--- src/rtl/mem_stage.sv ---
// RV32 memory stage: EX/MEM -> data bus request/grant/response -> MEM/WB register.
// Optional misaligned-access trap enabled by defining MEM_STAGE_MISALIGN_CHECK_EN.

package rv32_pkg;
  typedef struct packed {
    logic [31:0] alu_result;
    logic [31:0] rs2_data;
    logic [4:0]  rd_addr;
    logic        reg_write;
    logic        mem_read;
    logic        mem_write;
    logic        valid;
  } ex_mem_pipeline_reg_t;
endpackage

module mem_stage
  import rv32_pkg::*;
(
  input  logic                 clk_i,
  input  logic                 rst_i,
  input  ex_mem_pipeline_reg_t ex_mem_i,
  output logic                 stall_o,
  output logic [31:0]          mem_fwd_data_o,
  output logic                 data_req_o,
  input  logic                 data_gnt_i,
  output logic [31:0]          data_addr_o,
  output logic                 data_we_o,
  output logic [3:0]           data_be_o,
  output logic [31:0]          data_wdata_o,
  input  logic                 data_rvalid_i,
  input  logic [31:0]          data_rdata_i,
  output logic [31:0]          mem_wb_alu_result_o,
  output logic [31:0]          mem_wb_load_data_o,
  output logic [4:0]           mem_wb_rd_addr_o,
  output logic                 mem_wb_reg_write_o,
  output logic                 mem_wb_mem_read_o,
  output logic                 mem_wb_valid_o,
  output logic                 mem_wb_misalign_o
);

  typedef enum logic [1:0] {
    IDLE        = 2'd0,
    WAIT_GNT    = 2'd1,
    WAIT_RVALID = 2'd2
  } state_t;

  state_t state, state_next;
  logic   memop;
  logic   misalign;
  logic   issue;
  logic   complete;

  assign memop = ex_mem_i.valid & (ex_mem_i.mem_read | ex_mem_i.mem_write);

`ifdef MEM_STAGE_MISALIGN_CHECK_EN
  // Misaligned accesses never reach the bus; they retire flagged instead.
  assign misalign    = memop & (ex_mem_i.alu_result[1:0] != 2'b00);
  assign data_addr_o = ex_mem_i.alu_result;
`else
  assign misalign    = 1'b0;
  assign data_addr_o = {ex_mem_i.alu_result[31:2], 2'b00};
`endif

  assign issue          = memop & ~misalign;
  assign complete       = (state == WAIT_RVALID) & data_rvalid_i;
  assign stall_o        = issue & ~complete;
  assign mem_fwd_data_o = ex_mem_i.alu_result;
  assign data_we_o      = ex_mem_i.mem_write;
  assign data_be_o      = 4'hF;
  assign data_wdata_o   = ex_mem_i.rs2_data;

  always_ff @(posedge clk_i or posedge rst_i) begin
    if (rst_i) begin
      state <= IDLE;
    end else begin
      state <= state_next;
    end
  end

  always_comb begin
    state_next = state;
    data_req_o = 1'b0;
    case (state)
      IDLE: begin
        if (issue) begin
          data_req_o = 1'b1;
          state_next = data_gnt_i ? WAIT_RVALID : WAIT_GNT;
        end else begin
          state_next = IDLE;
        end
      end
      WAIT_GNT: begin
        data_req_o = 1'b1;
        if (data_gnt_i) begin
          state_next = WAIT_RVALID;
        end else begin
          state_next = WAIT_GNT;
        end
      end
      WAIT_RVALID: begin
        if (data_rvalid_i) begin
          state_next = IDLE;
        end else begin
          state_next = WAIT_RVALID;
        end
      end
      default: begin
        state_next = IDLE;
      end
    endcase
  end

  // A stalled cycle emits a bubble but keeps the payload of the last retired op.
  always_ff @(posedge clk_i or posedge rst_i) begin
    if (rst_i) begin
      mem_wb_alu_result_o <= 32'h0000_0000;
      mem_wb_load_data_o  <= 32'h0000_0000;
      mem_wb_rd_addr_o    <= 5'd0;
      mem_wb_reg_write_o  <= 1'b0;
      mem_wb_mem_read_o   <= 1'b0;
      mem_wb_valid_o      <= 1'b0;
      mem_wb_misalign_o   <= 1'b0;
    end else if (stall_o) begin
      mem_wb_valid_o      <= 1'b0;
    end else begin
      mem_wb_alu_result_o <= ex_mem_i.alu_result;
      mem_wb_load_data_o  <= (complete & ex_mem_i.mem_read) ? data_rdata_i : 32'h0000_0000;
      mem_wb_rd_addr_o    <= ex_mem_i.rd_addr;
      mem_wb_reg_write_o  <= ex_mem_i.reg_write & ~misalign;
      mem_wb_mem_read_o   <= ex_mem_i.mem_read;
      mem_wb_valid_o      <= ex_mem_i.valid;
      mem_wb_misalign_o   <= misalign;
    end
  end

endmodule

--- config.mk ---
export PLATFORM = sky130hd
export DESIGN_NAME = mem_stage
export DESIGN_NICKNAME = d
export VERILOG_FILES = /design/src/rtl/mem_stage.sv
export SDC_FILE = /design/constraint.sdc
export NUM_CORES = 1
export LEC_CHECK = 0
export BUFFER_PORTS_ARGS = -buffer_cell sky130_fd_sc_hd__buf_2
export CAP_MARGIN = 30
export CORE_MARGIN = 10
export CORE_UTILIZATION = 39
export CTS_CLUSTER_SIZE = 12
export DETAILED_ROUTE_END_ITERATION = 7
export GPL_TIMING_DRIVEN = 0
export PLACE_DENSITY = 0.8
export SLEW_MARGIN = 5
export SYNTH_ARGS = -nofsm -noshare
export SYNTH_HDL_FRONTEND = slang
export SYNTH_SLANG_ARGS = --single-unit
--- constraint.sdc ---
create_clock -name clk_i -period 2.6 [get_ports clk_i]
set_input_delay 0.13 -clock clk_i [delete_from_list [all_inputs] [get_ports clk_i]]
set_output_delay 0.13 -clock clk_i [all_outputs]
set_load 0.02 [all_outputs]
==> flow_metrics.env <==
export IMPL_status="complete, no violations"
export IMPL_die_w_um=114.7
export IMPL_ios=285
export IMPL_postCtsResizedCells=0
export IMPL_timing_fmax_ghz=0.5483
export IMPL_clkSinkCount=74
export IMPL_start_util_pct=40.09
export IMPL_grt_usage_pct=15.66
export IMPL_seq_power_share_pct=42.7
export IMPL_finClkSkew_ns=0.01218
export IMPL_synth_area_leaders="dfrtp_1 (53%), buf_4 (22%), mux2_2 (12%)"
export IMPL_r2r_cells=3
export IMPL_end_kind="primary output"
export IMPL_yosysTopAreaCell="dfrtp_1"
export IMPL_period_needed_ns=1.824
export IMPL_postSynthCellCount=270
export IMPL_io_buffer_count=245
export IMPL_numCtsBuffers=9
export IMPL_fillCellCount=731
export IMPL_yosysWarnings=0
export IMPL_drt_iter0_markers=82
export IMPL_cts_path_max_buffers=2
export IMPL_routed_wl_um=11010
export IMPL_viasPerCell=4.414
export IMPL_root_buffer="clkbuf_8"
export IMPL_grt_pass1_vias=3153
export IMPL_ys_seq_area_share_pct=52.97
export IMPL_wl_per_cell_um=16.71
export IMPL_die_height_um=114.7
export IMPL_hold_class="in -> reg"
export IMPL_yosysMostFrequentCell="buf_4"
export IMPL_hold_viol=0
export IMPL_synthTopCellsByCount="buf_4 (102), dfrtp_1 (74), mux2_2 (36)"
export IMPL_drc=0
export IMPL_slew_violations=0
export IMPL_dieArea_um2=13150
export IMPL_synth_ff_type="dfrtp_1"
export IMPL_synth_edf_count=0
export IMPL_vias=2909
export IMPL_path_clk_slew_ns=0.08
export IMPL_syn_area_um2=3496
export IMPL_rrSetupSlack_ns=1.06
export IMPL_power_mw=3.037
export IMPL_p_int_mw=2.117
export IMPL_path_max_fanout=10
export IMPL_fp_row_count=34
export IMPL_clk_latency_ns=0.33
export IMPL_critical_path_startpoint="state[1]"
export IMPL_cts_tree="built"
export IMPL_grt_max_degree=39
export IMPL_diodes=0
export IMPL_drt_first_pass_iters=4
export IMPL_crit_arrival_ns=1.69
export IMPL_setup_worst_path_end="stall_o"
export IMPL_yosysUniqueCellTypes=16
export IMPL_min_path_cells=2
export IMPL_power_switching_mw=0.9200
export IMPL_synth_seq_cells=74
export IMPL_final_period_utilization_pct=70.15
export IMPL_clkPwrFrac_pct=29.6
export IMPL_synth_top_cell_area_share_pct=52.97
export IMPL_swShare_pct=30.29
export IMPL_required_ns=2.47
export IMPL_drive_gt1_share_pct=74.59
export IMPL_startpoint_type="flip-flop"
export IMPL_async_flop_share_pct=100.0
export IMPL_r2r_start="state[1]"
export IMPL_dpl_hpwl_um=9246
export IMPL_setup_violations=0
export IMPL_postSynthAreaPerCell_um2=12.95
export IMPL_finalNetCount=655
export IMPL_cap_violations=0
export IMPL_vdd_drop_max_v=0.0002912
export IMPL_fin_hold_ws_ns=0.02004
export IMPL_rsz0062_at_grt="no"
export IMPL_path_class="reg -> out"
export IMPL_pwr_share_comb_pct=27.7
export IMPL_r2r_end="mem_wb_reg_write_o"
export IMPL_grt_antenna_before_repair=0
export IMPL_place_gp_congestion=0.7238
export IMPL_leakagePower_nw=2.964
export IMPL_area_delta_synth_final_pct=50.00
export IMPL_grt_pass1_wl_um=16500
export IMPL_postRouteAntennaNets=0
export IMPL_core_area_um2=8721
export IMPL_powerDensity_nw_per_um2=579.1
export IMPL_cts_max_level=3
export IMPL_grt_ovfl_total=0
## through the flow
step	setup TNS (ns)	instances	util [%]	setup WS (ns)	instance area [um2]
2_1_floorplan	0	275	-	0.5884	3515
3_3_place_gp	-13.31	628	55.91	-0.1847	4876
3_5_place_dp	0	629	56.17	1.039	4898
4_1_cts	0	657	59.90	0.7249	5224
5_1_grt	0	659	60.13	0.6407	5244
6_report	0	659	60.13	0.7760	5244
## logic make-up (layout without fill, tap and decap cells)
| group | count (synthesis) | count (layout) | synth area share, % |
|---|---|---|---|
| buf+inv | 115 | 391 | 24.37 |
| flops | 74 | 74 | 52.97 |
| mux | 39 | 39 | 12.56 |
| compound gates | 36 | 36 | 9.162 |
| simple gates | 4 | 4 | 0.7157 |
| other cells | 2 | 7 | 0.2148 |
## worst min path at each step
stage | start | to | slack [ns]
detailed placement | rst_i | mem_wb_rd_addr_o[0] | 0.20
finish | data_rdata_i[30] | mem_wb_load_data_o[30] | 0.02
global placement | data_gnt_i | state[0] | 0.30
floorplan | data_gnt_i | state[0] | 0.20
global route | ex_mem_i[8] | mem_wb_rd_addr_o[4] | 0.0006
CTS | data_rdata_i[8] | mem_wb_load_data_o[8] | 0.0002
## what timing repair did
| action | in CTS | in global routing |
|---|---|---|
| hold buffers | 12 | 2 |
| setup buffers | 0 | 0 |
| endpoints found under the hold margin | 47 | 2 |
| endpoints found under the setup margin | 0 | 0 |
## power by group through the flow
stage,clock network [mW],registers [mW],logic [mW]
after floorplan,0,1.44,0.407
after global placement,0,1.31,0.819
after detailed placement,0,1.32,0.840
after CTS,0.935,1.30,0.855
after global routing,0.980,1.31,0.900
final,0.899,1.30,0.840
## area by class of cell
| cell class | instances | area, um2 | area share [%] |
|---|---|---|---|
| plain buffers | 113 | 844.6 | 16.11 |
| inverters | 2 | 10.01 | 0.1909 |
| clock buffers | 12 | 155.1 | 2.959 |
| clock inverters | 4 | 50.05 | 0.9544 |
| repair buffers | 260 | 1386 | 26.44 |
| multi-input cells | 86 | 810.8 | 15.46 |
| well taps | 108 | 135.1 | 2.577 |
| flip-flops and latches | 74 | 1852 | 35.31 |
## critical path, stage by stage (launching register included)
cell     delay (ns)
dfrtp_1        0.44
a31oi_4        0.41
buf_2          0.30
buf_2          0.20
## layer usage
| layer | GRT usage (%) | vias to the layer above | part of all wire, % |
|---|---|---|---|
| li1 | - | 1363 | - |
| met3 | 8.962 | 4 | 14 |
| met4 | 4.094 | 0 | 0.57 |
| met2 | 29.03 | 158 | 54 |
| met1 | 14.12 | 1384 | 31 |
| met5 | 0 | - | 0 |
## layout by cell type (no fill, tap or decap), drive strengths merged
cell type | synthesis | layout
buf | 112 | 358
bufinv | 0 | 1
and4 | 1 | 1
nor2b | 2 | 2
dlygate4sd3 | 0 | 14
a22o | 33 | 33
mux2 | 39 | 39
clkinv | 0 | 1
o21ai | 1 | 1
a21oi | 1 | 1
clkinvlp | 0 | 2
clkbuf | 1 | 13
conb | 2 | 7
inv | 2 | 2
a31oi | 1 | 1
nor2 | 1 | 1
dfrtp | 74 | 74
## registers in the layout, indices dropped and copies added (netlist names)
name	cells
mem_wb_alu_result_o	32
mem_wb_load_data_o	32
mem_wb_mem_read_o	1
mem_wb_rd_addr_o	5
mem_wb_reg_write_o	1
mem_wb_valid_o	1
state	2
No activity file was read; power rests on OpenSTA's default activity.
